File: config.mk
export PLATFORM = sky130hd
export DESIGN_NAME = ram_arbiter
export DESIGN_NICKNAME = d
export VERILOG_FILES = /design/src/rtl/asca_ram_arb_pkg.sv /design/src/rtl/ram_arb_prio.sv /design/src/rtl/ram_arbiter.sv
export SDC_FILE = /design/constraint.sdc
export NUM_CORES = 1
export LEC_CHECK = 0
export CELL_PAD_IN_SITES_DETAIL_PLACEMENT = 1
export CELL_PAD_IN_SITES_GLOBAL_PLACEMENT = 2
export CORE_ASPECT_RATIO = 1.2
export CORE_MARGIN = 3
export CORE_UTILIZATION = 19
export DETAILED_ROUTE_END_ITERATION = 6
export GPL_TIMING_DRIVEN = 0
export HOLD_SLACK_MARGIN = 0.08
export PLACE_DENSITY = 0.86
export SLEW_MARGIN = 30
export SYNTH_ARGS = -nofsm -noshare
export SYNTH_HDL_FRONTEND = slang
export SYNTH_SLANG_ARGS = --single-unit
File: constraint.sdc
create_clock -name clk -period 2.7 [get_ports clk]
set_input_delay 0.27 -clock clk [delete_from_list [all_inputs] [get_ports clk]]
set_output_delay 0.27 -clock clk [all_outputs]
set_load 0.03 [all_outputs]
File: src/rtl/asca_ram_arb_pkg.sv
// Shared encodings and default widths for the data-RAM arbiter.
// Holds no logic, so it adds no latency.
// Carries no handshake, so backpressure does not apply.
package asca_ram_arb_pkg;

    localparam int DEF_AW = 16;
    localparam int DEF_DW = 16;

    typedef enum logic [1:0] {
        ARB   = 2'd0,
        LOCK0 = 2'd1,
        LOCK1 = 2'd2
    } arb_state_t;

    localparam logic [1:0] OWNER_NONE = 2'b00;
    localparam logic [1:0] OWNER_P0   = 2'b01;
    localparam logic [1:0] OWNER_P1   = 2'b10;

    function automatic logic [1:0] owner_of(input arb_state_t s);
        case (s)
            LOCK0:   return OWNER_P0;
            LOCK1:   return OWNER_P1;
            default: return OWNER_NONE;
        endcase
    endfunction

endpackage

File: src/rtl/ram_arb_prio.sv
// Winner select for the two RAM requesters: lock owner only, else port 0 unless port 1 is preferred.
// Latency: purely combinational, with zero cycles.
// Backpressure: the losing port simply sees no win and keeps its request up.
module ram_arb_prio
    import asca_ram_arb_pkg::*;
(
    input  logic [1:0] req,
    input  logic [1:0] state,
    input  logic       pref_p1,
    output logic [1:0] win
);

    always_comb begin
        win = 2'b00;
        case (state)
            LOCK0: win[0] = req[0];
            LOCK1: win[1] = req[1];
            default: begin
                if (req[0] && !(req[1] && pref_p1)) begin
                    win[0] = 1'b1;
                end else if (req[1]) begin
                    win[1] = 1'b1;
                end
            end
        endcase
    end

endmodule

File: src/rtl/ram_arbiter.sv
// Two-port arbiter for the single-port data RAM. Lock support is always built in; ASCA_RAM_ARB_RR_EN selects round-robin over fixed priority with anti-starvation.
// Latency: grant and RAM drive are combinational; read data returns with rvalid one cycle after the grant.
// Backpressure: a denied port sees gnt=0 and holds its request until granted.
module ram_arbiter
    import asca_ram_arb_pkg::*;
#(
    parameter int AW       = DEF_AW,
    parameter int DW       = DEF_DW,
    parameter int MAX_WAIT = 4
) (
    input  logic          clk,
    input  logic          reset_n,
    input  logic          p0_req,
    input  logic          p0_we,
    input  logic          p0_lock,
    input  logic [AW-1:0] p0_addr,
    input  logic [DW-1:0] p0_wdata,
    output logic          p0_gnt,
    output logic          p0_rvalid,
    output logic [DW-1:0] p0_rdata,
    input  logic          p1_req,
    input  logic          p1_we,
    input  logic          p1_lock,
    input  logic [AW-1:0] p1_addr,
    input  logic [DW-1:0] p1_wdata,
    output logic          p1_gnt,
    output logic          p1_rvalid,
    output logic [DW-1:0] p1_rdata,
    input  logic [DW-1:0] ram_out,
    output logic          ram_cen,
    output logic          ram_wen,
    output logic [AW-1:0] ram_addr,
    output logic [DW-1:0] ram_data,
    output logic [1:0]    busy_owner
);

    arb_state_t    state_q;
    arb_state_t    state_d;
    logic [1:0]    req;
    logic [1:0]    win;
    logic [1:0]    gnt;
    logic          pref_p1;
    logic          tag_vld_q;
    logic          tag_port_q;
    logic [DW-1:0] rdata0_q;
    logic [DW-1:0] rdata1_q;

    assign req = {p1_req, p0_req};

`ifdef ASCA_RAM_ARB_RR_EN
    // Reset value 1 lets port 0 win the first contested cycle.
    logic last_winner_q;

    always_ff @(posedge clk or negedge reset_n) begin
        if (!reset_n) begin
            last_winner_q <= 1'b1;
        end else if (|gnt) begin
            last_winner_q <= gnt[1];
        end
    end

    assign pref_p1 = ~last_winner_q;
`else
    localparam logic [3:0] MAX_WAIT_C = 4'(MAX_WAIT);

    logic [3:0] starve_cnt_q;

    // Port 1 denials are not counted while port 0 owns a lock.
    always_ff @(posedge clk or negedge reset_n) begin
        if (!reset_n) begin
            starve_cnt_q <= 4'd0;
        end else if (!p1_req || gnt[1]) begin
            starve_cnt_q <= 4'd0;
        end else if (state_q != LOCK0 && starve_cnt_q < MAX_WAIT_C) begin
            starve_cnt_q <= starve_cnt_q + 4'd1;
        end
    end

    assign pref_p1 = (starve_cnt_q == MAX_WAIT_C);
`endif

    ram_arb_prio u_prio (
        .req     (req),
        .state   (state_q),
        .pref_p1 (pref_p1),
        .win     (win)
    );

    // Grants are forced low while reset is held, even with requests pending.
    assign gnt    = win & {2{reset_n}};
    assign p0_gnt = gnt[0];
    assign p1_gnt = gnt[1];

    always_ff @(posedge clk or negedge reset_n) begin
        if (!reset_n) begin
            state_q <= ARB;
        end else begin
            state_q <= state_d;
        end
    end

    always_comb begin
        state_d = state_q;
        case (state_q)
            ARB: begin
                if (gnt[0] && p0_lock) begin
                    state_d = LOCK0;
                end else if (gnt[1] && p1_lock) begin
                    state_d = LOCK1;
                end
            end
            LOCK0: begin
                if (gnt[0] && !p0_lock) begin
                    state_d = ARB;
                end
            end
            LOCK1: begin
                if (gnt[1] && !p1_lock) begin
                    state_d = ARB;
                end
            end
            default: state_d = ARB;
        endcase
    end

    always_comb begin
        ram_cen  = 1'b0;
        ram_wen  = 1'b0;
        ram_addr = '0;
        ram_data = '0;
        if (gnt[0]) begin
            ram_cen  = 1'b1;
            ram_wen  = p0_we;
            ram_addr = p0_addr;
            ram_data = p0_wdata;
        end else if (gnt[1]) begin
            ram_cen  = 1'b1;
            ram_wen  = p1_we;
            ram_addr = p1_addr;
            ram_data = p1_wdata;
        end
    end

    // The tag remembers which port issued the read the RAM is answering this cycle.
    always_ff @(posedge clk or negedge reset_n) begin
        if (!reset_n) begin
            tag_vld_q  <= 1'b0;
            tag_port_q <= 1'b0;
        end else begin
            tag_vld_q <= ram_cen && !ram_wen;
            if (ram_cen) begin
                tag_port_q <= gnt[1];
            end
        end
    end

    assign p0_rvalid = tag_vld_q && !tag_port_q;
    assign p1_rvalid = tag_vld_q && tag_port_q;

    always_ff @(posedge clk or negedge reset_n) begin
        if (!reset_n) begin
            rdata0_q <= '0;
            rdata1_q <= '0;
        end else begin
            if (p0_rvalid) begin
                rdata0_q <= ram_out;
            end
            if (p1_rvalid) begin
                rdata1_q <= ram_out;
            end
        end
    end

    assign p0_rdata   = p0_rvalid ? ram_out : rdata0_q;
    assign p1_rdata   = p1_rvalid ? ram_out : rdata1_q;
    assign busy_owner = owner_of(state_q);

endmodule

==> summary.md <==
| Metric | Value |
|---|---|
| Longest individual stage delay on the worst path | 0.43 ns |
| Final nets | 437 |
| Number of clock buffers inserted by TritonCTS | 5 |
| TritonCTS clock tree | done |
| Total congestion overflow after global routing | 0 |
| Path length in cells of the critical path | 6 |
| Synthesized area per cell | 12.5 µm² |
| Leak | 1.77 nW |
| Main area contributors after synthesis | sky130_fd_sc_hd__dfrtp_1, sky130_fd_sc_hd__mux2_2, sky130_fd_sc_hd__a22o_2 |
| Share of async-settable or async-resettable flops after synthesis | 100% |
| Setup repair after global routing missed its margin | false |
| Number of vias per cell | 4.20 |
| WHS | 0.491 ns |
| Final count of pins violating max slew | 0 |
| Cell taking the most area after synthesis | sky130_fd_sc_hd__dfrtp_1 |
| Critical path startpoint | state_q[0]$_DFFE_PN0P_ |
| Capture point of the worst path | p1_gnt |
| Via Count | 2087 |
| Drt initial violations | 48 |
| Largest voltage drop on the vdd net | 326 µV |
| Critical Path End Type | output port |
| Final routed wire length divided by cell count | 15.8 µm |
| Wire length of the first global-routing pass | 12500 µm |
| Type of the worst min-delay path | reg2reg |
| Total length of routed wires | 7870 µm |
| Floorplan core area | 11100 µm² |
| Power after layout | 4.62 mW |
| Post-route DRC violation count | 0 |
| Height of the chip | 123 µm |
| Antenna violations before repair | 0 |
| Post-layout min period | 2.57 ns |
| Sequential cell area fraction in the yosys report | 46.1% |
| Cell class contributing the biggest share of worst-path delay | buffers and inverters |
| Fraction of synthesized cell area taken by the top area cell type | 46.1% |
| Number of unique standard cell types used by synthesis | 37 |
| Port bufs | 159 |
| Top_reg_cell synth | sky130_fd_sc_hd__dfrtp_1 |
| Top-Level Pins | 160 |
| Maximum number of pins on one net before global-route repair | 41 |
| HPWL reported at the end of detailed placement | 6390 µm |
| Number of synthesized register bits | 40 |
| Fmax | 0.390 GHz |
| Fill cells | 1252 |
| Final Wtd Congestion | 0.676 |
| Multi-input logic area | 1060 µm² |
| Worst path slowest cell | sky130_fd_sc_hd__dfrtp_1 |
| Clock sink count | 40 |
| Maximum level of the CTS H-tree | 2 |
| Critical path peak fanout | 8 |
| Fin. Hold Viols | 0 |
| Cell area after synthesis | 2170 µm² |
| Post-route setup slack | 0.134 ns |
| Layout overhead on the synthesized area | 86.1% |
| Number of warnings printed during yosys synthesis | 0 |
| Sequence of cells on the critical path | inv_2 -> ha_2 -> and2b_2 -> a311o_1 -> inv_1 -> dlygate4sd2_1 |
| Total track usage | 12.4% |
| Clock transition at path regs | 0.06 ns |
| Count of cells along the worst register-to-register path | 7 |
| Count of nets left with antenna violations after detail routing | 0 |
| Setup TNS | 0 ns |
| Register cell area after layout | 1000 µm² |
| Critical Setup Path Class | reg2out |
| Worst reg2reg path endpoint | state_q[0]$_DFFE_PN0P_ |
| Initial standard-cell utilization of the core | 19.6% |
| Number of nets produced by synthesis | 268 |
| Maximum count of clock buffers along a single path | 2 |
| Final Skew | 0.00779 ns |
| Die outline width | 104 µm |
| Final cycle utilization of the critical path | 95.0% |
| Clock root cell | sky130_fd_sc_hd__clkbuf_16 |
| Power density over the cells | 1140 nW/µm² |
| Pin slew with the least headroom to its limit | 0.371 ns |
| Max-slew headroom | 75.0% |
| Number of max-cap violations | 0 |
| Insertion delay to the later sink of the worst-skew pair | 0.28 ns |
| Final count of negative-setup-slack endpoints | 0 |
| Vias in the first global route | 2345 |
| Number of search-and-repair iterations in the first detailed-routing pass | 3 |
| Number of standard cells after synthesis | 173 |
| Number of synthesized flops with an enable pin | 0 |
| Crit path buffers/inverters | 3 |
| Type of origin of the critical path | flop |
| FF-to-FF Start | state_q[0]$_DFFE_PN0P_ |
| Hold path startpoint | rdata1_q[15]$_DFF_PN0_ |
| Setup WS pre-CTS | -0.382 ns |
| Required @ worst endpoint | 2.43 ns |
| Arrival time worst endpoint | 2.30 ns |
| Row count | 42 |
| Number of diodes | 0 |
| Layout cells sized above 1 | 34.7% |
| Setup slack on the worst flop-to-flop path | 0.64 ns |
| Die area | 12700 µm² |
| Outcome | finished, final reports clean |
-- timing repair --
item	CTS	global route
hold endpoints to repair	40	0
endpoints found under the setup margin	54	40
resized for setup	96	55
setup buffers	1	0
pin swaps	1	0
hold buffers	2	0
-- worst min-delay path by stage --
| stage | endpoint | cells past startpoint |
|---|---|---|
| final | rdata1_q[15]$_DFF_PN0_ | 1 |
| after global routing | rdata1_q[13]$_DFF_PN0_ | 1 |
| after CTS | rdata1_q[15]$_DFF_PN0_ | 1 |
| after detailed placement | rdata0_q[15]$_DFF_PN0_ | 1 |
| after global placement | rdata1_q[7]$_DFF_PN0_ | 1 |
| after floorplan | rdata0_q[0]$_DFF_PN0_ | 0 |
-- placed cells by master, fill, tap and decap left out, drive strengths merged, types with 4 or more instances in the layout --
| cell type | n |
|---|---|
| ha | 7 |
| nand2 | 8 |
| dfrtp | 40 |
| clkbuf | 12 |
| dlygate4sd2 | 5 |
| inv | 10 |
| nor2 | 4 |
| mux2 | 32 |
| a22o | 33 |
| buf | 34 |
| a21oi | 4 |
| clkdlybuf4s50 | 122 |
-- flip-flops by register name, indices dropped and copies added (netlist names) --
signal,cells
state_q,2
rdata0_q,16
rdata1_q,16
tag_port_q,1
starve_cnt_q,4
tag_vld_q,1
-- power by group --
group	total [mW]	leakage [nW]	internal, mW	switching (mW)
combinational	2.97	1.21	1.28	1.69
sequential	0.984	0.483	0.882	0.101
clock	0.673	0.0798	0.434	0.239
total	4.62	1.77	2.60	2.03
-- metal layers --
layer  part of all wire, %  up-vias  global-route usage (%)
met1                    37      964                    12.7
li1                      -      981                       -
met2                    50      136                    23.3
met5                     0        -                       0
met4                  0.83        0                    2.74
met3                    12        6                    5.48
-- per-stage QoR --
step,instance area (µm²),instances,util (%)
3_3_place_gp,3950,486,35.7
2_1_floorplan,2170,173,-
4_1_cts,4210,497,37.9
3_5_place_dp,3950,486,35.6
5_1_grt,4040,497,36.4
6_report,4040,497,36.4
-- cells in the mapped netlist, types with 2 or more instances --
cell type                  number
sky130_fd_sc_hd__nand3b_1       2
sky130_fd_sc_hd__a22o_2        28
sky130_fd_sc_hd__a22o_1         5
sky130_fd_sc_hd__dfrtp_1       40
sky130_fd_sc_hd__clkbuf_1       2
sky130_fd_sc_hd__a22oi_1        2
sky130_fd_sc_hd__nor2b_1        2
sky130_fd_sc_hd__ha_1           7
sky130_fd_sc_hd__a21oi_1        4
sky130_fd_sc_hd__buf_6          5
sky130_fd_sc_hd__mux2_2        32
sky130_fd_sc_hd__nor2_1         4
sky130_fd_sc_hd__nand2_1        8
sky130_fd_sc_hd__inv_1          9
-- cell families (layout without fill, tap and decap cells) --
group / after synthesis / in the layout / synth area share (%)
buffers and inverters: 19 / 189 / 5.25
xor gates and xnor gates: 1 / 1 / 0.404
adders and majority gates: 7 / 7 / 4.04
DFF: 40 / 40 / 46.1
muxes: 33 / 33 / 17.1
AOI/OAI and AO/OA: 47 / 47 / 20.2
and+or+nand+nor: 26 / 26 / 6.86
-- layout make-up --
cell class | count | share of cell area, %
Sequential cell | 40 | 24.8
Clock inverter | 3 | 1.05
Timing Repair Buffer | 162 | 37.0
Tap cell | 154 | 4.77
Inverter | 10 | 0.992
Multi-Input combinational cell | 114 | 26.2
Buffer | 9 | 2.01
Clock buffer | 5 | 3.10
No activity file was read; power rests on OpenSTA's default activity.
